File: src/rtl/pc_next_if.sv
// Fetch-side control bundle for pc_next_unit: redirect requests in, fetch PC and status out.
// The master is the control/decode side; the slave is the PC unit itself.
interface pc_next_if;
    logic        stall;
    logic        jr;
    logic [31:0] jr_target;
    logic        jump;
    logic [27:0] jump_target28;
    logic        branch_taken;
    logic [31:0] branch_offset;
    logic [31:0] pc;
    logic [31:0] pc_plus4;
    logic        slot_pending;
    logic        addr_err;

    modport master (
        output stall, jr, jr_target, jump, jump_target28, branch_taken, branch_offset,
        input  pc, pc_plus4, slot_pending, addr_err
    );

    modport slave (
        input  stall, jr, jr_target, jump, jump_target28, branch_taken, branch_offset,
        output pc, pc_plus4, slot_pending, addr_err
    );
endinterface

File: src/rtl/pc_next_unit.sv
// Program counter and next-PC selection: jr > jump > branch > sequential, with misaligned-jr trap.
// Optional architectural branch delay slot enabled by defining PC_DELAY_SLOT_EN.
module pc_next_unit #(
    parameter logic [31:0] RESET_PC   = 32'h0000_0000,
    parameter logic [31:0] EXC_VECTOR = 32'h0000_0080
) (
    input  logic       clk,
    input  logic       rst,
    pc_next_if.slave   bus
);

    logic [31:0] pc_q, pc_d;
    logic        addr_err_q, addr_err_d;

    logic [31:0] pc_plus4;
    logic [31:0] jump_tgt;
    logic [31:0] branch_tgt;
    logic [31:0] redirect_tgt;
    logic        redirect_req;
    logic        jr_misaligned;

    always_comb begin
        pc_plus4      = pc_q + 32'd4;
        jump_tgt      = {pc_plus4[31:28], bus.jump_target28};
        branch_tgt    = pc_plus4 + bus.branch_offset;
        jr_misaligned = bus.jr && (bus.jr_target[1:0] != 2'b00);
        redirect_req  = bus.jr | bus.jump | bus.branch_taken;

        if (bus.jr) begin
            redirect_tgt = bus.jr_target;
        end else if (bus.jump) begin
            redirect_tgt = jump_tgt;
        end else if (bus.branch_taken) begin
            redirect_tgt = branch_tgt;
        end else begin
            redirect_tgt = pc_plus4;
        end
    end

`ifdef PC_DELAY_SLOT_EN
    logic        slot_q, slot_d;
    logic [31:0] slot_tgt_q, slot_tgt_d;

    // A trapping jr wins even inside a delay slot; any other redirect in the slot is dropped.
    always_comb begin
        pc_d       = pc_q;
        addr_err_d = 1'b0;
        slot_d     = slot_q;
        slot_tgt_d = slot_tgt_q;
        if (!bus.stall) begin
            if (jr_misaligned) begin
                pc_d       = EXC_VECTOR;
                addr_err_d = 1'b1;
                slot_d     = 1'b0;
                slot_tgt_d = 32'h0000_0000;
            end else if (slot_q) begin
                pc_d       = slot_tgt_q;
                slot_d     = 1'b0;
            end else if (redirect_req) begin
                pc_d       = pc_plus4;
                slot_d     = 1'b1;
                slot_tgt_d = redirect_tgt;
            end else begin
                pc_d       = pc_plus4;
            end
        end
    end

    always_ff @(posedge clk) begin
        if (rst) begin
            slot_q     <= 1'b0;
            slot_tgt_q <= 32'h0000_0000;
        end else begin
            slot_q     <= slot_d;
            slot_tgt_q <= slot_tgt_d;
        end
    end

    assign bus.slot_pending = slot_q;
`else
    always_comb begin
        pc_d       = pc_q;
        addr_err_d = 1'b0;
        if (!bus.stall) begin
            if (jr_misaligned) begin
                pc_d       = EXC_VECTOR;
                addr_err_d = 1'b1;
            end else if (redirect_req) begin
                pc_d       = redirect_tgt;
            end else begin
                pc_d       = pc_plus4;
            end
        end
    end

    assign bus.slot_pending = 1'b0;
`endif

    always_ff @(posedge clk) begin
        if (rst) begin
            pc_q       <= RESET_PC;
            addr_err_q <= 1'b0;
        end else begin
            pc_q       <= pc_d;
            addr_err_q <= addr_err_d;
        end
    end

    assign bus.pc       = pc_q;
    assign bus.pc_plus4 = pc_plus4;
    assign bus.addr_err = addr_err_q;

endmodule

File: src/flat_wrapper.sv
// flat-port wrapper written by rule: the top's interface ports become plain ports
module pc_next_unit_flat 
#(
    parameter logic [31:0] RESET_PC   = 32'h0000_0000,
    parameter logic [31:0] EXC_VECTOR = 32'h0000_0080
)
  (clk, rst, bus_stall, bus_jr, bus_jr_target, bus_jump, bus_jump_target28, bus_branch_taken, bus_branch_offset, bus_pc, bus_pc_plus4, bus_slot_pending, bus_addr_err);
  pc_next_if bus_i ();
  input  logic clk;
  input  logic rst;
  input wire logic [$bits(bus_i.stall)-1:0] bus_stall;
  input wire logic [$bits(bus_i.jr)-1:0] bus_jr;
  input wire logic [$bits(bus_i.jr_target)-1:0] bus_jr_target;
  input wire logic [$bits(bus_i.jump)-1:0] bus_jump;
  input wire logic [$bits(bus_i.jump_target28)-1:0] bus_jump_target28;
  input wire logic [$bits(bus_i.branch_taken)-1:0] bus_branch_taken;
  input wire logic [$bits(bus_i.branch_offset)-1:0] bus_branch_offset;
  output wire logic [$bits(bus_i.pc)-1:0] bus_pc;
  output wire logic [$bits(bus_i.pc_plus4)-1:0] bus_pc_plus4;
  output wire logic [$bits(bus_i.slot_pending)-1:0] bus_slot_pending;
  output wire logic [$bits(bus_i.addr_err)-1:0] bus_addr_err;
  assign bus_i.stall = bus_stall;
  assign bus_i.jr = bus_jr;
  assign bus_i.jr_target = bus_jr_target;
  assign bus_i.jump = bus_jump;
  assign bus_i.jump_target28 = bus_jump_target28;
  assign bus_i.branch_taken = bus_branch_taken;
  assign bus_i.branch_offset = bus_branch_offset;
  assign bus_pc = bus_i.pc;
  assign bus_pc_plus4 = bus_i.pc_plus4;
  assign bus_slot_pending = bus_i.slot_pending;
  assign bus_addr_err = bus_i.addr_err;
  pc_next_unit #(.RESET_PC(RESET_PC), .EXC_VECTOR(EXC_VECTOR)) u_core (.clk(clk), .rst(rst), .bus(bus_i));
endmodule
File: config.mk
export PLATFORM = sky130hd
export DESIGN_NAME = pc_next_unit_flat
export DESIGN_NICKNAME = d
export VERILOG_FILES = /design/src/rtl/pc_next_if.sv /design/src/rtl/pc_next_unit.sv /design/src/flat_wrapper.sv
export SDC_FILE = /design/constraint.sdc
export NUM_CORES = 1
export LEC_CHECK = 0
export ABC_AREA = 0
export CAP_MARGIN = 20
export CORE_UTILIZATION = 40
export CTS_BUF_LIST = sky130_fd_sc_hd__clkbuf_8
export DETAILED_ROUTE_END_ITERATION = 8
export HOLD_SLACK_MARGIN = 0.02
export PLACE_DENSITY = 0.74
export REMOVE_ABC_BUFFERS = 1
export SLEW_MARGIN = 10
export SYNTH_ARGS = -nofsm -noshare
export SYNTH_HDL_FRONTEND = slang
export SYNTH_SLANG_ARGS = --single-unit
File: constraint.sdc
create_clock -name clk -period 4.52 [get_ports clk]
set_input_delay 0.904 -clock clk [delete_from_list [all_inputs] [get_ports clk]]
set_output_delay 0.904 -clock clk [all_outputs]
set_load 0.03 [all_outputs]
==> out/metrics.cfg, run 1 <==
[sta]
drv_slew = 0
rsz0062_at_grt = no
finClkSkew_ps = 8.93
hold_ws_ps = 558
min_period_ps = 4250
finalSetupViolations = 0
fmax_mhz = 235
tightest_slew_ps = 678
slew_headroom_pct = 54.6
setup-tns-final_ps = 0
fin_crit_sh_pct = 94.1
final-hold-violation-count = 0

[min_path]
hold_class = flop to flop
holdPathEnd = u_core.bus.pc[0]$_SDFFE_PP0P_
hold_depth = 2
min-delay-start = u_core.bus.pc[0]$_SDFFE_PP0P_

[flow_run]
max_cap_violations = 0

[die]
initial_core_util_pct = 41.2
dieArea_um2 = 11000
rows = 37
die_w_um = 105
io_pins = 164
fp.dieH_um = 105
core-area_um2 = 10300

[setup_path]
cp.required_ps = 4710
reg2reg_from = u_core.bus.pc[3]$_SDFFE_PP0N_
crit_path_start_kind = flop
rr_worst_depth = 15
r2r_setup_slack_ps = 270
crit_type = flop to flop
worstPathArrival_ps = 4450
end_kind = flop
path_max_fanout = 8
r2r_end = u_core.bus.pc[31]$_SDFFE_PP0N_

[cts]
postCtsHoldBufs = 0
clock_path_buffers = 2
cts_tree = built
clk_pin_slew_ps = 70
cts_made_buffers = 5
cts.sinks = 33
clkLatencyLatePin_ps = 290
cts-root-buf = clkbuf_8
cts_max_level = 2

[placed_design]
place_area_um2 = 6030
numPortBuffers = 162
hpwl_um = 14200
gp_congestion = 0.966

[grt]
grt_pass1_vias = 5050
grt_pass1_wl_um = 27700
antenna_found_initial = 0
overflow = 0
grt_max_degree = 25
track_usage_pct = 32.3

[synthesis]
syn_area_um2 = 4240
syn_inst = 587
netlist.area_leader.share_pct = 15.6
ys_seq_area_share_pct = 15.6
postSynthAreaPerCell_um2 = 7.22
ys_types = 63
ys.flop_type = dfxtp_1
synthTopCellsByArea = dfxtp_1, ha_1, a21oi_1, xnor2_1, nor2_1
async_flop_share_pct = 0
yosysTopAreaCell = dfxtp_1
synth_edf_count = 0
synth-seq-cells = 33
synth_warnings = 0

[detailed_routing]
wl_per_cell_um = 20.6
route.vias.total = 5397
drtIter0Drc = 405
post-route-drc-count = 0
dr.pass1.iters = 5
final_antenna_net_count = 0
via_per_inst = 6.13
drt_wl_total_um = 18100

[pwr]
peakVddDrop_v = 0.000160
p_leak_nw = 2.49
pwr_density_cell_nw_per_um2 = 199

[status]
outcome = finished, final reports clean

[final_layout]
drive_gt1_share_pct = 5.51
antenna_cells = 0
synthToLayoutAreaGrowth_pct = 44.4
fin_area_um2 = 6120
fin_nets = 880

[where the power goes]
group          leakage [nW]  internal, mW  switching, mW
combinational          2.17         0.286          0.367
clock                0.0491         0.105          0.123
sequential            0.270         0.309         0.0309
total                  2.49         0.700          0.520
[area by class of cell]
cell class / count / area, µm²
inverter: 10 / 37.5
timing repair buffer: 180 / 1760
fill: 1020 / 4160
clock buffer: 5 / 68.8
sequential: 33 / 661
multi-input combinational: 513 / 3410
tap: 136 / 170
clock inverter: 3 / 13.8
[how the worst max path moves through the flow]
stage	from	end	slack, ps	cells past startpoint
floorplan	u_core.bus.pc[3]$_SDFFE_PP0N_	u_core.bus.pc[21]$_SDFFE_PP0N_	310	15
global placement	u_core.bus.pc[3]$_SDFFE_PP0N_	u_core.bus.pc[31]$_SDFFE_PP0N_	340	15
detailed placement	u_core.bus.pc[3]$_SDFFE_PP0N_	u_core.bus.pc[31]$_SDFFE_PP0N_	250	15
CTS	u_core.bus.pc[3]$_SDFFE_PP0N_	u_core.bus.pc[31]$_SDFFE_PP0N_	190	15
global route	u_core.bus.pc[3]$_SDFFE_PP0N_	u_core.bus.pc[31]$_SDFFE_PP0N_	20	15
finish	u_core.bus.pc[3]$_SDFFE_PP0N_	u_core.bus.pc[31]$_SDFFE_PP0N_	270	15
[critical path, stage by stage, from the launching register on]
cell,delay [ps]
dfxtp_1,410
ha_1,220
nand3_1,240
nor4_4,440
nand3_2,210
nor2_1,160
xor2_1,380
ha_1,410
a21o_1,190
a21o_1,170
a21oi_1,260
o21ai_0,180
a221oi_2,340
xnor2_1,120
and3_1,190
o32ai_1,250
[metrics by stage]
step                      power (mW)  util [%]  setup slack, ps  std cells
after CTS                       1.21      59.4              188        879
final                           1.22      59.5              267        880
after global placement         0.984      58.6              340        871
after detailed placement       0.985      58.6              253        871
after floorplan                0.699         -              312        556
after global routing            1.28      59.5             15.5        880
[cells by family (layout without fill, tap and decap cells)]
family	after synthesis	after routing	share of synthesized area, %
AOI/OAI and AO/OA	215	215	33.8
and+or+nand+nor	201	201	22.7
xor gates and xnor gates	49	49	10.3
buffers and inverters	41	198	3.90
adders and majority gates	39	39	11.7
DFF	33	33	15.6
muxes	8	8	1.92
other	1	1	0.0885
[metal layers]
layer | up-vias | track usage, % | share of wire (%)
met5 | - | 0 | 0
met4 | 0 | 12.8 | 3.7
met3 | 43 | 5.30 | 9.3
met2 | 341 | 51.6 | 45
met1 | 2497 | 43.1 | 43
li1 | 2516 | - | -
[cells in the mapped netlist, types with 2 or more instances]
cell       n
nor2_1    63
nand2_1   56
a21oi_1   52
o21ai_0   47
ha_1      38
dfxtp_1   33
xnor2_1   28
clkbuf_1  26
nand3_1   20
xor2_1    20
a21o_1    19
nor3_1    14
a22oi_1   13
a211oi_1  12
a31oi_1   11
nand4_1   11
o221ai_1   9
inv_1      8
mux2i_1    7
and3_1     6
nor4_1     5
o21bai_1   5
o22ai_1    5
a221o_1    4
a22o_1     4
and2_1     4
nor2b_1    4
o31ai_1    4
or3_1      4
a222oi_1   3
buf_4      3
nand2b_1   3
nand3b_1   3
o21a_1     3
o21ai_1    3
o311ai_0   3
a21oi_2    2
a32oi_1    2
and4_1     2
buf_1      2
nand3_2    2
o211a_1    2
o211ai_1   2
[cells in the final DEF (no fill, tap or decap), drive strengths merged, types with 5 or more instances in the layout]
cell type	count
nor3	15
nand2	56
a31oi	11
o31ai	5
a211oi	13
ha	38
buf	18
clkdlybuf4s50	162
o21ai	51
o221ai	9
nand4	11
clkbuf	5
xnor2	29
mux2i	7
a21oi	54
a21o	19
nor4	6
a22oi	13
and3	6
xor2	20
o22ai	5
inv	10
o21bai	6
nor2	63
nand3	22
dfxtp	33
[state kept, by name (all words and copies together) (netlist names)]
| register | count |
|---|---|
| u_core.bus.pc | 32 |
| u_core.bus.addr_err | 1 |
[repair_timing]
action	4_1_cts	5_1_grt
hold endpoints to repair	0	0
resized for setup	0	0
endpoints found under the setup margin	0	1
buffers inserted	0	1
(Power assumes the default switching activity.)
==> run 2, diff against run 1 <==
TNS_END_PERCENT = 5   (was unset)
==> results of run 2 <==
The final DEF is identical to that of run 1; final timing and power are the same.
==> run 3, diff against run 2 <==
SETUP_SLACK_MARGIN = 0.1   (was unset)
==> out/metrics.cfg, run 3 (synthesis results as in run 1) <==
[setup_path]
cp.required_ps = 4700
crit_type = flop to flop
worstPathArrival_ps = 4360
crit_path_start_kind = flop
slowest_delay_ps = 440
end_kind = flop
cp_slowest_cell = nor3_1
path_cells = ha_1 > nand3_1 > nor3_1 > nand3_1 > xnor2_1 > ha_1 > a21o_1 > a311oi_2 > o31ai_2 > or3_1 > a31oi_1 > o21bai_1 > xor2_1 > o311ai_1 > nand2_1
path_max_fanout = 7

[die]
initial_core_util_pct = 41.2
rows = 37
core-area_um2 = 10300
dieArea_um2 = 11000
die_w_um = 105
io_pins = 164
fp.dieH_um = 105

[sta]
finalSetupViolations = 0
final-hold-violation-count = 0
drv_slew = 0
tightest_slew_ps = 677
min_period_ps = 4180
finClkSkew_ps = 9.61
slew_headroom_pct = 54.7
fin_crit_sh_pct = 92.4
rsz0062_at_grt = yes
hold_ws_ps = 562
setup-tns-final_ps = 0
fmax_mhz = 239

[grt]
grt_pass1_vias = 5050
overflow = 0
grt_max_degree = 25
track_usage_pct = 32.3
antenna_found_initial = 0
grt_pass1_wl_um = 27700

[pwr]
p_leak_nw = 2.48
internal_power_mw = 0.700
peakVddDrop_v = 0.000159
seqPwrFrac_pct = 27.9
pwr_density_cell_nw_per_um2 = 199
switchingPower_mw = 0.519
swShare_pct = 42.6
combPwrFrac_pct = 53.5
clkPwrFrac_pct = 18.7
power_mw = 1.22

[flow_run]
max_cap_violations = 0

[final_layout]
drive_gt1_share_pct = 5.65
final_util_pct = 59.6
fin_nets = 880
antenna_cells = 0
layout_commonest_cell = clkdlybuf4s50_1
synthToLayoutAreaGrowth_pct = 44.6
largest_reg_flops = 32
mostFrequentLayoutCells = clkdlybuf4s50_1, nor2_1, nand2_1
fin_area_um2 = 6120

[detailed_routing]
wl_per_cell_um = 20.5
post-route-drc-count = 0
final_antenna_net_count = 0
route.vias.total = 5362
drtIter0Drc = 437
via_per_inst = 6.09
dr.pass1.iters = 5
drt_wl_total_um = 18000

[cts]
clock_path_buffers = 2
cts.sinks = 33
clk_pin_slew_ps = 80
cts-root-buf = clkbuf_8
clkLatencyLatePin_ps = 290
cts_tree = built
cts_max_level = 2
cts_made_buffers = 5

[placed_design]
place_area_um2 = 6030
numPortBuffers = 162
gp_congestion = 0.966
hpwl_um = 14200

[min_path]
hold_class = flop to flop

[status]
outcome = finished, final reports clean

==> run 3: timing repair <==
| item | 4_1_cts | 5_1_grt |
|---|---|---|
| endpoints found under the setup margin | 0 | 2 |
| resized for setup | 0 | 1 |
| buffers inserted | 0 | 1 |
| hold buffers | 0 | 0 |
==> run 3: through the flow <==
step                setup slack [ps]  std cells
floorplan                        312        556
global route                    90.1        880
global placement                 340        871
detailed placement               253        871
finish                           343        880
CTS                              188        879
==> run 3: final timing paths <==
check                                                   start                              to  slack (ps)  depth (start not counted)
worst max-delay path            u_core.bus.pc[3]$_SDFFE_PP0N_  u_core.bus.pc[21]$_SDFFE_PP0N_         340                         15
worst min-delay path            u_core.bus.pc[0]$_SDFFE_PP0P_   u_core.bus.pc[0]$_SDFFE_PP0P_         560                          2
worst max register to register  u_core.bus.pc[3]$_SDFFE_PP0N_  u_core.bus.pc[21]$_SDFFE_PP0N_         340                         15
worst min register to register  u_core.bus.pc[0]$_SDFFE_PP0P_   u_core.bus.pc[0]$_SDFFE_PP0P_         560                          2
==> run 3: power by group through the flow <==
stage | logic [mW] | registers (mW) | clock network [mW]
floorplan | 0.325 | 0.374 | 0
global placement | 0.639 | 0.344 | 0
detailed placement | 0.640 | 0.345 | 0
CTS | 0.643 | 0.339 | 0.228
global route | 0.693 | 0.343 | 0.245
finish | 0.652 | 0.340 | 0.227
==> run 3: per-layer routing <==
layer | global-route usage (%) | part of all wire, %
met2 | 51.6 | 45
met1 | 43.1 | 43
met5 | 0 | 0
met4 | 12.8 | 3.9
met3 | 5.30 | 8.9
==> run 3: area by class of cell <==
type | count | area [µm²]
clock buffers | 5 | 68.8
inverters | 10 | 37.5
well taps | 136 | 170
multi-input cells | 513 | 3420
clock inverters | 3 | 13.8
fillers | 1020 | 4150
flip-flops and latches | 33 | 661
repair buffers | 180 | 1760
==> run 3: worst max-delay path, delay by kind of cell, from the launching register on <==
family | cells | cell delay [ps]
flip-flops | 1 | 410
AO/OA/AOI/OAI | 6 | 1210
XOR/XNOR | 2 | 560
adder cells (fa/ha/maj) | 2 | 620
AND/OR/NAND/NOR | 5 | 1290
==> variant 1 (settings of run 2) <==
`EXC_VECTOR` is set to 32'h0000_0080 in 2 places; all go to 32'h00000040.
--- a/src/rtl/pc_next_unit.sv
+++ b/src/rtl/pc_next_unit.sv
@@ -2,7 +2,7 @@
 // Optional architectural branch delay slot enabled by defining PC_DELAY_SLOT_EN.
 module pc_next_unit #(
     parameter logic [31:0] RESET_PC   = 32'h0000_0000,
-    parameter logic [31:0] EXC_VECTOR = 32'h0000_0080
+    parameter logic [31:0] EXC_VECTOR = 32'h00000040
 ) (
     input  logic       clk,
     input  logic       rst,
--- a/src/flat_wrapper.sv
+++ b/src/flat_wrapper.sv
@@ -2,7 +2,7 @@
 module pc_next_unit_flat 
 #(
     parameter logic [31:0] RESET_PC   = 32'h0000_0000,
-    parameter logic [31:0] EXC_VECTOR = 32'h0000_0080
+    parameter logic [31:0] EXC_VECTOR = 32'h00000040
 )
   (clk, rst, bus_stall, bus_jr, bus_jr_target, bus_jump, bus_jump_target28, bus_branch_taken, bus_branch_offset, bus_pc, bus_pc_plus4, bus_slot_pending, bus_addr_err);
   pc_next_if bus_i ();
Formal check against the unedited RTL: not equivalent (a bounded check fails within 4 cycles, from zero or initial values and one cycle with rst high).
==> variant 1 against run 2 <==
  * Total power grew 2.1%
  * Area after synthesis rose by 0.41%
  * Cell area grew 0.53%
  * Routed wire length grew 0.68%
  * Highest routed layer unchanged
  * Critical path type is now flip-flop to output pin
  * First-iteration DRC count fell by 13%
  * Largest power group unchanged
  * Sequential cell count did not move
  * Worst setup slack improved by 0.071 ns
  * Synthesized cell count grew 0.68%
  * Non-clock buffer count is 2 lower
  * Count of clock-buffer cells in the layout is 1 higher
==> variant 1: results (changes against run 2) <==
stage;metric;value;unit;change
status;run_status;completed;;
logic_synthesis;synth.avg_cell_area;7.20;um2;-0.27%
timing;final_period_minus_worst_setup_slack;4.18;ns;-0.0714 ns
clock_tree;cts_root_buffer;sky130_fd_sc_hd__clkbuf_8;;
power_and_ir_drop;total_leakage_power;2.42;nW;-2.7%
logic_synthesis;synth-seq-area-share;15.5;%;-0.064 points
placed_design;gp_routability_congestion;1.00;;+3.7%
placed_design;place_hpwl;14200;um;+0.38%
critical_path;cp_slowest_cell;sky130_fd_sc_hd__clkdlybuf4s50_1;;
logic_synthesis;yosys.area_share.adder;11.7;%;-0.048 points
logic_synthesis;post_synth_num_cell_types;72;;+14%
timing;worst_tran_pin_value;0.825;ns;+0.147 ns
global_route;grt_pass1_wl;27800;um;+0.42%
power_and_ir_drop;ir_worst_vdd;0.133;mV;-16%
timing;hold_slack;0.525;ns;-0.0324 ns
placed_design;place.port_buffers;162;;unchanged
global_route;gr_usage_total;32.6;%;+0.30 points
drt;viasPerCell;6.03;;-1.6%
clock_tree;clk_latency;0.31;ns;+0.02 ns
logic_synthesis;synth.top_cells.by_count;sky130_fd_sc_hd__nand2_1, sky130_fd_sc_hd__a21oi_1, sky130_fd_sc_hd__nor2_1;;
power_and_ir_drop;power.switching;528;uW;+1.4%
timing;finClkSkew;0.0155;ns;+0.00657 ns
critical_path;critical-path-max-stage-delay;0.75;ns;+0.31 ns
logic_synthesis;post_synth_main_area_contributors;sky130_fd_sc_hd__dfxtp_1, sky130_fd_sc_hd__ha_1, sky130_fd_sc_hd__a21oi_1;;
cells_and_area;finalNetCount;888;;+0.91%
logic_synthesis;synth_compound_gate_area_share;31.6;%;-2.2 points
global_route;pin_count_of_the_biggest_net_entering_global_routing;27;;+8.0%
placed_design;placedCellCount;880;;+1.0%
cells_and_area;fraction_of_layout_cells_with_a_size_suffix_above_1;4.53;%;-0.98 points
global_route;grt_util_met2;53.9;%;+2.3 points
global_route;gr-usage-met1;41.1;%;-2.0 points
drt;route.vias.total;5353;;-0.82%
global_route;grt_pass1_vias;5225;;+3.5%
cells_and_area;layout.filler_cells;976;;-4.3%
global_route;grt_antenna_before_repair;0;;unchanged
drt;routed_wirelength;18200;um;+0.68%
placed_design;place_ws;0.350;ns;+0.0969 ns
drt;dr.first_iter.drc_count;351;;-13%
critical_path;rrSetupSlack;0.41;ns;+0.14 ns
critical_path;path_max_fanout;6;;-2
placed_design;placed_cell_area;6060;um2;+0.50%
clock_tree;clk_pin_slew_worst_paths;0.09;ns;+0.02 ns
critical_path;worst_ep_arrival_time;3.28;ns;-1.17 ns
logic_synthesis;synth.mux.area_fraction;1.88;%;-0.037 points
==> variant 1: metal layers <==
| metal | vias to the layer above | share of wire, % |
|---|---|---|
| met5 | - | 0 |
| met4 | 0 | 2.2 |
| met3 | 28 | 9.0 |
| met2 | 268 | 46 |
| met1 | 2521 | 42 |
| li1 | 2536 | - |
==> variant 1: cell families after synthesis <==
logic type               count (synthesis)
AND/OR/NAND/NOR                        215
AO/OA/AOI/OAI                          204
XOR/XNOR                                49
buffers and inverters                   42
adder cells (fa/ha/maj)                 39
flip-flops                              33
multiplexers                             8
other                                    1
==> variant 1: path summary, 6_finish.rpt <==
check | end | from | depth (start not counted)
hold reg to reg | u_core.bus.pc[14]$_SDFFE_PP0N_ | u_core.bus.pc[14]$_SDFFE_PP0N_ | 2
setup / recovery | bus_pc_plus4[26] | u_core.bus.pc[3]$_SDFFE_PP0N_ | 7
setup reg to reg | u_core.bus.pc[26]$_SDFFE_PP0N_ | u_core.bus.pc[3]$_SDFFE_PP0N_ | 13
hold / removal | u_core.bus.pc[14]$_SDFFE_PP0N_ | u_core.bus.pc[14]$_SDFFE_PP0N_ | 2
==> variant 1: cell type report <==
cell class,instances,area [um2],share of cell area [%]
repair buffers,178,1740,28.3
flip-flops and latches,33,661,10.7
well taps,136,170,2.77
inverters,17,63.8,1.04
clock inverters,1,3.75,0.0610
clock buffers,6,82.6,1.34
multi-input cells,516,3430,55.7
==> variant 1: power groups by stage <==
stage          clock network (mW)  registers [mW]  logic [mW]
2_1_floorplan                   0           0.379       0.324
3_3_place_gp                    0           0.349       0.631
3_5_place_dp                    0           0.350       0.636
4_1_cts                     0.256           0.343       0.639
5_1_grt                     0.270           0.348       0.693
6_report                    0.254           0.344       0.647
==> variant 2 (flow settings as in run 2) <==
Made on the original files. The option `PC_DELAY_SLOT_EN` is turned on by a define.
--- a/src/rtl/pc_next_unit.sv
+++ b/src/rtl/pc_next_unit.sv
@@ -1,5 +1,7 @@
 // Program counter and next-PC selection: jr > jump > branch > sequential, with misaligned-jr trap.
 // Optional architectural branch delay slot enabled by defining PC_DELAY_SLOT_EN.
+`define PC_DELAY_SLOT_EN
+
 module pc_next_unit #(
     parameter logic [31:0] RESET_PC   = 32'h0000_0000,
     parameter logic [31:0] EXC_VECTOR = 32'h0000_0080
Formal check against the unedited RTL: not equivalent (Yosys sat finds a counterexample within 4 cycles, from zero or initial values and one cycle with rst high).
==> variant 2 against run 2 <==
  * Cell area increased by 27%
  * Routed wire length increased by 14%
  * Area after synthesis increased by 36%
  * Count of clock-buffer cells in the layout increased by 4
  * Via count increased by 20%
  * Sequential cell count increased by 33
  * Critical path type is now flip-flop to output pin
  * Total power increased by 32%
  * Largest cell class unchanged
  * Clock skew increased by 0.0011 ns
  * Worst setup slack got worse by 0.011 ns
  * Critical endpoint is now bus_pc_plus4[28]
==> variant 2: results (changes against run 2) <==
stage;metric;value;unit;change
global_route;pin_count_of_the_biggest_net_entering_global_routing;59;;+140%
critical_path;timing.rr.start;u_core.bus.pc[7]$_SDFFE_PP0N_;;
placed_design;gp_routability_congestion;0.961;;-0.52%
global_route;grt_pass1_wl;31800;um;+15%
cells_and_area;fraction_of_layout_cells_with_a_size_suffix_above_1;7.51;%;+2.0 points
timing;worst_tran_pin_value;0.990;ns;+0.313 ns
logic_synthesis;post_synth_main_area_contributors;sky130_fd_sc_hd__dfxtp_1, sky130_fd_sc_hd__ha_1, sky130_fd_sc_hd__a21oi_1;;
critical_path;path_max_fanout;9;;+1
logic_synthesis;synth.mux.area_fraction;1.41;%;-0.51 points
placed_design;placed_cell_area;7520;um2;+25%
logic_synthesis;synth-seq-area-share;22.9;%;+7.3 points
logic_synthesis;post_synth_num_cell_types;79;;+25%
power_and_ir_drop;power_frac_seq;39.3;%;+11 points
logic_synthesis;yosys.area_share.adder;8.59;%;-3.1 points
clock_tree;clk_pin_slew_worst_paths;0.08;ns;
worst_hold_path;hold_path.startpoint;u_core.bus.pc[22]$_SDFFE_PP0N_;;
critical_path;critical-path-max-stage-delay;0.75;ns;+0.31 ns
power_and_ir_drop;ir_worst_vdd;0.110;mV;-31%
clock_tree;clk_latency;0.37;ns;+0.08 ns
critical_path;path_delay_family;simple AND/OR/NAND/NOR gates;;
cells_and_area;finalNetCount;1051;;+19%
global_route;gr_usage_total;27.7;%;-4.6 points
cells_and_area;antenna_cells_inserted;0;;unchanged
logic_synthesis;xor_xnor_fraction_of_synth_area;7.62;%;-2.7 points
status;run_status;completed;;
power_and_ir_drop;total_leakage_power;3.05;nW;+23%
logic_synthesis;synth.top_cells.by_count;sky130_fd_sc_hd__nor2_1, sky130_fd_sc_hd__a21oi_1, sky130_fd_sc_hd__nand2_1;;
drt;routed_wirelength;20700;um;+14%
worst_hold_path;worstHoldPathType;flip-flop to flip-flop;;
global_route;grt_pass1_vias;6091;;+21%
global_route;grt.overflow.total;0;;unchanged
critical_path;cp_slowest_cell;sky130_fd_sc_hd__clkdlybuf4s50_1;;
timing;finClkSkew;0.0101;ns;+0.00115 ns
power_and_ir_drop;internal_power;1.07;mW;+52%
critical_path;worst_ep_arrival_time;3.36;ns;-1.09 ns
power_and_ir_drop;powerClk;520;uW;+130%
logic_synthesis;synth_compound_gate_area_share;30.5;%;-3.3 points
drt;viasPerCell;5.89;;-4.0%
placed_design;place.port_buffers;163;;+0.62%
placed_design;place_hpwl;15100;um;+6.7%
drt;dr.first_iter.drc_count;563;;+39%
clock_tree;h-tree-depth;3;;+1
logic_synthesis;synthDominantCellAreaShare;22.9;%;+7.3 points
critical_path;startpoint;u_core.bus.pc[15]$_SDFFE_PP0N_;;
clock_tree;tritoncts.num_buffers;9;;+4
drt;drt_pre_antenna_iters;6;;+1
[variant 2: changes by cell type in the layout (fill, tap and decap cells not counted), sizes merged, moves of 6 or more]
cell           run 2  this run
a21oi             54        70
a22oi             13        38
a31oi             11         3
dfxtp             33        66
inv               10        27
nand2             56        67
nand2b             3        17
nor2              63        79
o211ai             2        16
o21ai             51        59
o221ai             9         3
o32ai              1         8
[variant 2: cell type report]
cell class	count	area, um2
fillers	1332	6240
multi-input cells	625	4120
repair buffers	184	1780
flip-flops and latches	66	1330
well taps	180	225
clock buffers	9	124
inverters	28	105
clock inverters	7	70.1
[variant 2: metrics by stage]
stage | utilization, % | total power, mW | instances | hold slack [ns] | setup WS (ns)
after floorplan | - | 0.862 | 719 | 0.430 | 0.352
after global placement | 53.8 | 1.09 | 1082 | 0.464 | 0.450
after detailed placement | 53.8 | 1.09 | 1082 | 0.464 | 0.320
after CTS | 55.2 | 1.60 | 1098 | 0.488 | 0.256
after global routing | 55.4 | 1.67 | 1099 | 0.507 | 0.0347
final | 55.4 | 1.61 | 1099 | 0.482 | 0.256
[variant 2: path summary, 6_finish.rpt]
kind                                                           end  slack [ns]  cells past startpoint
worst min-delay path                u_core.bus.pc[22]$_SDFFE_PP0N_        0.48                      2
worst max-delay path                              bus_pc_plus4[28]        0.26                      7
worst max register to register  u_core.slot_tgt_q[31]$_SDFFE_PP0P_        0.48                     14
worst min register to register      u_core.bus.pc[22]$_SDFFE_PP0N_        0.48                      2
[variant 2: what timing repair did]
action                     CTS  global route
hold buffers                 0             0
setup buffers                0             1
setup endpoints to repair    0             3
resized for setup            0             7
[variant 2: layer usage]
layer  track usage [%]  wire (um)  share of wire (%)
met4              9.91        561                2.7
met5                 0          0                  0
met1              37.1       9090                 44
met3              5.66       1880                9.1
met2              43.8       9140                 44
